==> src/rtl/alu_vector_sequencer.sv <==
// alu_vector_sequencer
//   Holds up to DEPTH operand/control vectors and walks an external ALU
//   through load_a -> load_b -> mux for each one. The ALU result and flags
//   are captured per vector, compared with stored expected values under a
//   per-flag mask, and summarised in saturating pass/fail counters plus the
//   index of the first mismatch. Runs are single-pass or continuous-loop.
//
// Ports
//   clk, reset                 clock, asynchronous active-high reset
//   vec_we/vec_addr/vec_*      vector entry write port (IDLE only)
//   vec_count, loop_mode       run length and mode, sampled on start
//   start, stop                begin run / request end of run
//   op, alu_ctrl               operand and control word driven to the ALU
//   load_a, load_b,
//   load_b_from_bs,
//   load_b_from_muxa, mux      ALU phase strobes
//   result, carry,
//   halfcarry, zero            ALU outputs, captured at the end of MUX
//   busy, done                 run in progress / one-cycle end-of-run pulse
//   res_addr -> res_data,
//   res_flags, res_ok,
//   res_valid                  combinational per-entry result readback
//   pass_count, fail_count     saturating run statistics
//   fail_seen, first_fail_idx  first-mismatch tracking
module alu_vector_sequencer #(
    parameter int WIDTH  = 8,
    parameter int CTRL_W = 16,
    parameter int DEPTH  = 8,
    parameter int CNT_W  = 16,
    localparam int AW    = $clog2(DEPTH)
) (
    input  logic              clk,
    input  logic              reset,
    input  logic              vec_we,
    input  logic [AW-1:0]     vec_addr,
    input  logic [WIDTH-1:0]  vec_a,
    input  logic [WIDTH-1:0]  vec_b,
    input  logic [CTRL_W-1:0] vec_ctrl,
    input  logic [WIDTH-1:0]  vec_exp,
    input  logic [2:0]        vec_exp_flags,
    input  logic [2:0]        vec_flag_mask,
    input  logic [AW:0]       vec_count,
    input  logic              start,
    input  logic              loop_mode,
    input  logic              stop,
    output logic [WIDTH-1:0]  op,
    output logic [CTRL_W-1:0] alu_ctrl,
    output logic              load_a,
    output logic              load_b,
    output logic              load_b_from_bs,
    output logic              load_b_from_muxa,
    output logic              mux,
    input  logic [WIDTH-1:0]  result,
    input  logic              carry,
    input  logic              halfcarry,
    input  logic              zero,
    output logic              busy,
    output logic              done,
    input  logic [AW-1:0]     res_addr,
    output logic [WIDTH-1:0]  res_data,
    output logic [2:0]        res_flags,
    output logic              res_ok,
    output logic              res_valid,
    output logic [CNT_W-1:0]  pass_count,
    output logic [CNT_W-1:0]  fail_count,
    output logic              fail_seen,
    output logic [AW-1:0]     first_fail_idx
);

    localparam logic [AW:0] DEPTH_C = (AW+1)'(DEPTH);

    typedef enum logic [2:0] {
        S_IDLE,
        S_LOAD_A,
        S_LOAD_B,
        S_MUX,
        S_DONE
    } state_t;

    state_t state, state_nx;

    // Vector and result storage; deliberately not reset.
    logic [WIDTH-1:0]  mem_a     [DEPTH];
    logic [WIDTH-1:0]  mem_b     [DEPTH];
    logic [CTRL_W-1:0] mem_ctrl  [DEPTH];
    logic [WIDTH-1:0]  mem_exp   [DEPTH];
    logic [2:0]        mem_eflg  [DEPTH];
    logic [2:0]        mem_mask  [DEPTH];
    logic [WIDTH-1:0]  mem_res   [DEPTH];
    logic [2:0]        mem_rflg  [DEPTH];
    logic              mem_ok    [DEPTH];

    logic [DEPTH-1:0]  valid_bits;
    logic [AW-1:0]     idx;
    logic [AW:0]       count_q;
    logic              loop_q;
    logic              stop_q;

    logic [2:0]        flags_in;
    logic              match;
    logic              last;
    logic              stop_pend;
    logic              run_go;
    logic [AW:0]       count_in;

    assign flags_in  = {zero, halfcarry, carry};
    assign match     = (result == mem_exp[idx]) &&
                       (((flags_in ^ mem_eflg[idx]) & mem_mask[idx]) == 3'b000);
    assign last      = ({1'b0, idx} == (count_q - 1'b1));
    // A stop raised during the MUX cycle itself still ends the run there.
    assign stop_pend = stop_q | stop;
    assign run_go    = (state == S_IDLE) && start && (vec_count != '0);
    assign count_in  = (vec_count > DEPTH_C) ? DEPTH_C : vec_count;

    // Next state
    always_comb begin
        state_nx = state;
        case (state)
            S_IDLE:   if (start) state_nx = (vec_count == '0) ? S_DONE : S_LOAD_A;
            S_LOAD_A: state_nx = S_LOAD_B;
            S_LOAD_B: state_nx = S_MUX;
            S_MUX:    state_nx = (stop_pend || (last && !loop_q)) ? S_DONE : S_LOAD_A;
            S_DONE:   state_nx = S_IDLE;
            default:  state_nx = S_IDLE;
        endcase
    end

    // Outputs decoded from state so they drop as soon as reset hits.
    always_comb begin
        op               = '0;
        alu_ctrl         = '0;
        load_a           = 1'b0;
        load_b           = 1'b0;
        load_b_from_bs   = 1'b0;
        load_b_from_muxa = 1'b0;
        mux              = 1'b0;
        busy             = (state != S_IDLE);
        done             = (state == S_DONE);
        case (state)
            S_LOAD_A: begin
                op       = mem_a[idx];
                alu_ctrl = mem_ctrl[idx];
                load_a   = 1'b1;
            end
            S_LOAD_B: begin
                op               = mem_b[idx];
                alu_ctrl         = mem_ctrl[idx];
                load_b           = 1'b1;
                load_b_from_bs   = mem_ctrl[idx][0];
                load_b_from_muxa = mem_ctrl[idx][1];
            end
            S_MUX: begin
                op       = mem_b[idx];
                alu_ctrl = mem_ctrl[idx];
                mux      = 1'b1;
            end
            default: ;
        endcase
    end

    // Control and statistics
    always_ff @(posedge clk or posedge reset) begin
        if (reset) begin
            state          <= S_IDLE;
            idx            <= '0;
            count_q        <= '0;
            loop_q         <= 1'b0;
            stop_q         <= 1'b0;
            pass_count     <= '0;
            fail_count     <= '0;
            fail_seen      <= 1'b0;
            first_fail_idx <= '0;
            valid_bits     <= '0;
        end else begin
            state <= state_nx;
            if (run_go) begin
                idx            <= '0;
                count_q        <= count_in;
                loop_q         <= loop_mode;
                stop_q         <= stop;
                pass_count     <= '0;
                fail_count     <= '0;
                fail_seen      <= 1'b0;
                first_fail_idx <= '0;
                valid_bits     <= '0;
            end else if (state != S_IDLE) begin
                stop_q <= stop_q | stop;
            end

            if (state == S_MUX) begin
                valid_bits[idx] <= 1'b1;
                if (!match) begin
                    if (fail_count != '1) fail_count <= fail_count + 1'b1;
                    if (!fail_seen) begin
                        fail_seen      <= 1'b1;
                        first_fail_idx <= idx;
                    end
                end
                if (last) begin
                    if (pass_count != '1) pass_count <= pass_count + 1'b1;
                    idx <= '0;
                end else begin
                    idx <= idx + 1'b1;
                end
            end
        end
    end

    // Vector writes and result capture
    always_ff @(posedge clk) begin
        if (state == S_IDLE && vec_we) begin
            mem_a[vec_addr]    <= vec_a;
            mem_b[vec_addr]    <= vec_b;
            mem_ctrl[vec_addr] <= vec_ctrl;
            mem_exp[vec_addr]  <= vec_exp;
            mem_eflg[vec_addr] <= vec_exp_flags;
            mem_mask[vec_addr] <= vec_flag_mask;
        end
        if (state == S_MUX) begin
            mem_res[idx]  <= result;
            mem_rflg[idx] <= flags_in;
            mem_ok[idx]   <= match;
        end
    end

    assign res_data  = mem_res[res_addr];
    assign res_flags = mem_rflg[res_addr];
    assign res_ok    = mem_ok[res_addr];
    assign res_valid = valid_bits[res_addr];

endmodule

==> config.mk <==
export PLATFORM = sky130hd
export DESIGN_NAME = alu_vector_sequencer
export DESIGN_NICKNAME = d
export VERILOG_FILES = /design/src/rtl/alu_vector_sequencer.sv
export SDC_FILE = /design/constraint.sdc
export NUM_CORES = 1
export LEC_CHECK = 0
export CORE_MARGIN = 3
export CORE_UTILIZATION = 40
export CTS_BUF_LIST = sky130_fd_sc_hd__clkbuf_16
export DETAILED_ROUTE_END_ITERATION = 10
export GPL_ROUTABILITY_DRIVEN = 0
export PLACE_DENSITY = 0.54
export SYNTH_ARGS = -nofsm -noshare
export SYNTH_HDL_FRONTEND = slang
export SYNTH_SLANG_ARGS = --single-unit
==> constraint.sdc <==
create_clock -name clk -period 5.1 [get_ports clk]
set_input_delay 0.765 -clock clk [delete_from_list [all_inputs] [get_ports clk]]
set_output_delay 0.765 -clock clk [all_outputs]
set_load 0.01 [all_outputs]
Yosys cells after proc, flatten, opt, wreduce, memory -nomap -nowiden
Memories as Yosys holds them, arrays and structs flattened. Cells that the tools add are included.

Bits in read-only memories: 0. Output and inout port bits: 80. Latch bits: 0. Register bits: 56. Memories: 9. Logic and storage cells: 99. RAM bits: 464.

Add/sub/neg operators: 4. Shift-type cells: 0. Multiplexer cells: 42. Bitwise gates (word level): 4. Reduce and logical (&&, ||, !) cells: 17. Multiply operators: 0. Div/mod/pow operators: 0. Magnitude comparators: 4. Equal/unequal tests: 9.

Memory list: mem_ctrl (depth 8, bits a word 16, rd ports 1, clocked after memory_dff 0, write ports 1, RTL line 85) `logic [CTRL_W-1:0] mem_ctrl [DEPTH];`; mem_a (depth 8, bits a word 8, rd ports 1, clocked after memory_dff 0, write ports 1, RTL line 83) `logic [WIDTH-1:0] mem_a [DEPTH];`; mem_b (depth 8, bits a word 8, rd ports 1, clocked after memory_dff 0, write ports 1, RTL line 84) `logic [WIDTH-1:0] mem_b [DEPTH];`; mem_exp (depth 8, bits a word 8, rd ports 1, clocked after memory_dff 0, write ports 1, RTL line 86) `logic [WIDTH-1:0] mem_exp [DEPTH];`; mem_res (depth 8, bits a word 8, rd ports 1, clocked after memory_dff 0, write ports 1, RTL line 89) `logic [WIDTH-1:0] mem_res [DEPTH];`; mem_eflg (depth 8, bits a word 3, rd ports 1, clocked after memory_dff 0, write ports 1, RTL line 87) `logic [2:0] mem_eflg [DEPTH];`; +3 memories.

Operators with widths (count): $mux 16 (9); $add 16x1->16 const B (2); $ne 16x16->1 const B (2); $mux 3 (10); $mux 1 (16); $mux 8 (2); $pmux 8 s2 (1); $pmux 3 s4 (1); $eq 8x8->1 (1); $lt 3x4->1 const B (2); $or 8x8->8 (1); $eq 3x2->1 const B (2); $logic_and 1x1->1 (6); $logic_not 3->1 (2); $eq 3x4->1 (1); $gt 4x4->1 const B (1); $logic_not 4->1 (1); $mux 4 (1); $reduce_bool 2->1 (2); $reduce_bool 4->1 (1); $sub 4x1->4 const B (1); $add 3x1->3 const B (1); $and 3x3->3 (1); $bmux 1 s3 (1); 12 further kinds (12).

Longest topological paths before layout
Depth after elaboration: 7. Depth in mapped cells: 12. Gate-level depth less buffers: 10.

Least setup slack after synthesis
Ideal clock, no wire load.

Path kind: reg2reg. Start point: register state[0]. End point: memory mem_a[1][0], enable pin. Slack: 0.414 ns. Stages on the path, launching flop included: 5. Clock period less this slack: 4.686 ns. Arrival time: 4.179 ns. Cells stage by stage: dfrtp_1 > clkbuf_1 > nor3_1 > nand3_1 > nor3_1.

Longest elaborated chain between the ends: 4.

RTL lines: from (decl) (RTL line 80) `state_t state, state_nx;`; from (signal assigned) (RTL line 175) `state <= state_nx;`; $logic_not 3->1 (RTL line 211) `if (state == S_IDLE && vec_we) begin`; $logic_and 1x1->1 (RTL line 211); $mux 1 (RTL line 211); $mux 1 (implied by the code) (RTL line 212) `mem_a[vec_addr] <= vec_a;`; to (decl) (RTL line 83).

Every way passes these cells.

Final worst setup path
Start point: register idx[1]. End point: output port op[7].

Longest elaborated chain between the ends: 2.

RTL lines: from (decl) (RTL line 94) `logic [AW-1:0] idx;`; from (signal assigned) (RTL line 203) `idx <= idx + 1'b1;`; $mem_v2 8x8 (on tied branches); $pmux 8 s2 * (RTL line 139) `case (state)`; to (decl) (RTL line 46) `output logic [WIDTH-1:0] op,`.

Every way passes the cells marked *; elsewhere a longest branch is shown, timed or not.

==> out/qor.yml <==
sta:
  min_period_ns: 4.136
  setup_viol: 0
  timing.final.crit_share: 0.8109
  hold_viol: 0
  clock.fmax_mhz: 241.8
  drv_slew: 0
  finClkSkew_ns: 0.01708
  setup_slack_ns: 0.9643
  fin_setup_tns_ns: 0
  rsz0062_at_grt: "no"
  tightest_slew_ns: 0.9490
  relSlewSlack: 0.3656
finish:
  nFillCells: 4180
  area_growth_pct: 20.34
  drive_gt1_frac: 0.2026
  final-seq-area_um2: 15340
  multi_input_area_um2: 5095
  fin_nets: 1345
synthesis:
  synth_most_common_cell: "edfxtp_1"
  synth_edf_count: 464
  synth_top_cell_area_share: 0.6754
  yosys.area.top_type: "edfxtp_1"
  synth.distinct_cells: 54
  avgSynthCellArea_um2: 19.12
  synth.area.top_cells: "edfxtp_1 68%, mux4_2 11%, dfrtp_1 6.8%"
  synth_async_sr_flop_share: 0.1077
  ys_top_cells_by_count: "464 x edfxtp_1, 100 x mux4_2, 68 x mux2i_1"
  synth.net_count: 1156
  ys_seq_area_frac: 0.7434
  synth_cells: 1079
  ys.flop_type: "edfxtp_1"
  synth_warnings: 0
  syn_area_um2: 20630
  ys_ff_latch: 520
die:
  core_area_um2: 50580
  start_util: 0.4078
  die_y_um: 233.1
  dieWidth_um: 233.1
  die_area_um2: 54330
  rows: 82
  boundaryPins: 153
worst_hold_path:
  min_path_type: "reg2reg"
  worstHoldPathCells: 1
  min_to: "valid_bits[4]$_DFF_PP0_"
  hp-start: "valid_bits[4]$_DFF_PP0_"
clock_network:
  clock_path_buffers: 3
  ctsResizeCount: 0
  cts_setup_buffers: 0
  cts_tree: "yes"
  root_buffer: "clkbuf_16"
  cts_num_sinks: 520
  cts_made_buffers: 54
  cts_hold_buf: 0
  path_clk_slew_ns: 0.06
  insertion_delay_ns: 0.60
  cts_max_level: 2
grt:
  grt_pass1_vias: 10880
  grt_max_degree: 57
  grt_pass1_wl_um: 69230
  gr-total-overflow: 0
  antenna_found_initial: 4
  grtUsageTotal: 0.1702
drt:
  dr_total_vias: 10500
  routed_via_density: 5.299
  drt_iter0_markers: 807
  drc: 0
  ant_nets: 0
  drt-total-wl_um: 45510
  dr.pass1.iters: 5
  wl_per_cell_um: 22.96
pwr:
  swShare: 0.2680
  power_density_nw_per_um2: 455.7
  seq_power_share: 0.449
  intPower_w: 0.008281
  clockPowerShare: 0.340
  ir_worst_vdd_uv: 257.8
  p_leak_nw: 8.309
  pwr-share-comb: 0.211
  p_switching_w: 0.003032
critical_path:
  r2r_slack_ns: 1.43
  cpMaxStageDelayCell: "dfrtp_2"
  worst-endpoint-arrival_ns: 3.37
  setup.worst_path.start_class: "flop"
  r2r-end: "fail_count[3]$_DFF_PP0_"
  worstSetupEndpointType: "output pin"
  critical_path_required_ns: 4.34
  path_cells: "buf_4 -> mux4_2 -> mux2i_1 -> o22ai_1 -> clkdlybuf4s50_1"
  slowest_delay_ns: 0.70
  worstSetupPathType: "reg2out"
  critPathMaxFanout: 34
  reg2regPathDepth: 10
  reg2reg_from: "idx[1]$_DFFE_PP0P_"
placed_design:
  io_buffer_count: 152
  hpwl_um: 27130
  place_ws_ns: 1.370
status:
  status: "finished, final reports clean"
flow_run:
  cap_violations: 0
[how the worst max path moves through the flow]
| stage | startpoint | end | slack, ns |
|---|---|---|---|
| after floorplan | state[0]$_DFFE_PP0P_ | mem_a[1][0]$_DFFE_PP_ | 0.41 |
| after global placement | res_addr[0] | res_data[2] | 1.38 |
| after detailed placement | res_addr[0] | res_data[2] | 1.37 |
| after CTS | idx[1]$_DFFE_PP0P_ | op[7] | 0.83 |
| after global routing | idx[1]$_DFFE_PP0P_ | op[7] | 0.73 |
| final | idx[1]$_DFFE_PP0P_ | op[7] | 0.96 |
[through the flow]
stage / cells / power (W) / util / area, um2 / hold slack [ns]
5_1_grt: 1980 / 0.01184 / 0.4907 / 24820 / 0.5070
6_report: 1982 / 0.01131 / 0.4908 / 24830 / 0.4733
3_5_place_dp: 1884 / 0.007614 / 0.4565 / 23090 / 0.4652
3_3_place_gp: 1884 / 0.007607 / 0.4565 / 23090 / 0.4558
4_1_cts: 1980 / 0.01148 / 0.4907 / 24820 / 0.4774
2_1_floorplan: 1079 / 0.006610 / - / 20630 / 0.4444
[cell families (layout without fill, tap and decap cells)]
| group | Yosys count | in the layout | synth area share |
|---|---|---|---|
| buf+inv | 62 | 291 | 0.01389 |
| xor+xnor | 18 | 18 | 0.007642 |
| other cells | 0 | 2 | 0 |
| flops | 520 | 520 | 0.7434 |
| mux | 195 | 195 | 0.1569 |
| fa+ha+maj | 4 | 4 | 0.002426 |
| simple gates | 188 | 188 | 0.04543 |
| compound gates | 92 | 92 | 0.03033 |
[critical path: cells and delay by family, from the launching register on]
kind | cells | cell delay [ns]
buffers and inverters | 2 | 1.17
muxes | 2 | 0.74
DFF | 1 | 0.70
AOI/OAI and AO/OA | 1 | 0.11
[layer usage]
layer	up-vias	share of wire	GRT usage
met5	-	0.00053	0
met4	4	0.020	0.04811
met3	71	0.048	0.03293
met2	206	0.48	0.2767
met1	5468	0.45	0.2353
li1	4753	-	-
[final cells by class]
class,instances,area share
inverter,13,0.001966
sequential,520,0.6180
multi-input combinational,497,0.2052
tap,672,0.03387
clock buffer,55,0.05544
clock inverter,41,0.01416
timing repair buffer,182,0.07117
antenna,2,0.0002016
[registers in the layout, indices dropped and copies added (netlist names), 4 cells and up]
signal	cells
mem_mask	24
fail_count	16
valid_bits	8
mem_eflg	24
mem_rflg	24
mem_ctrl	128
mem_ok	8
mem_b	64
pass_count	16
mem_res	64
mem_a	64
count_q	4
mem_exp	64
[power groups by stage]
stage | clock (W) | combinational, W | sequential [W]
after floorplan | 0 | 0.00155 | 0.00506
after CTS | 0.00394 | 0.00246 | 0.00508
final | 0.00385 | 0.00239 | 0.00507
after global placement | 0 | 0.00244 | 0.00516
after global routing | 0.00412 | 0.00262 | 0.00510
after detailed placement | 0 | 0.00245 | 0.00516
[layout by cell type (no fill, tap or decap), types with 4 or more instances in the layout]
cell type	synthesis	routed
edfxtp_1	464	464
clkdlybuf4s50_1	0	151
mux4_2	100	100
mux2i_1	68	68
clkbuf_16	0	55
dfrtp_1	56	53
nor2_1	54	43
nand2_1	39	39
buf_4	1	28
mux2_2	27	27
o22ai_1	27	27
inv_1	10	20
nand3_1	19	19
o21ai_0	16	16
nor3_1	20	14
clkinv_1	1	13
xor2_1	11	11
a21o_1	11	11
nand4_1	9	9
and3_1	8	8
clkinv_2	0	8
nand2b_1	7	7
xnor2_1	7	7
a21oi_1	7	7
or3_1	7	7
nor3_2	1	7
nor2_2	1	6
nor2_4	0	6
bufinv_16	0	6
or2_2	5	5
o21a_1	5	5
nand3b_1	4	4
a221o_1	4	4
a22o_1	4	4
ha_1	4	4
Power figures use the tool's default switching activity.
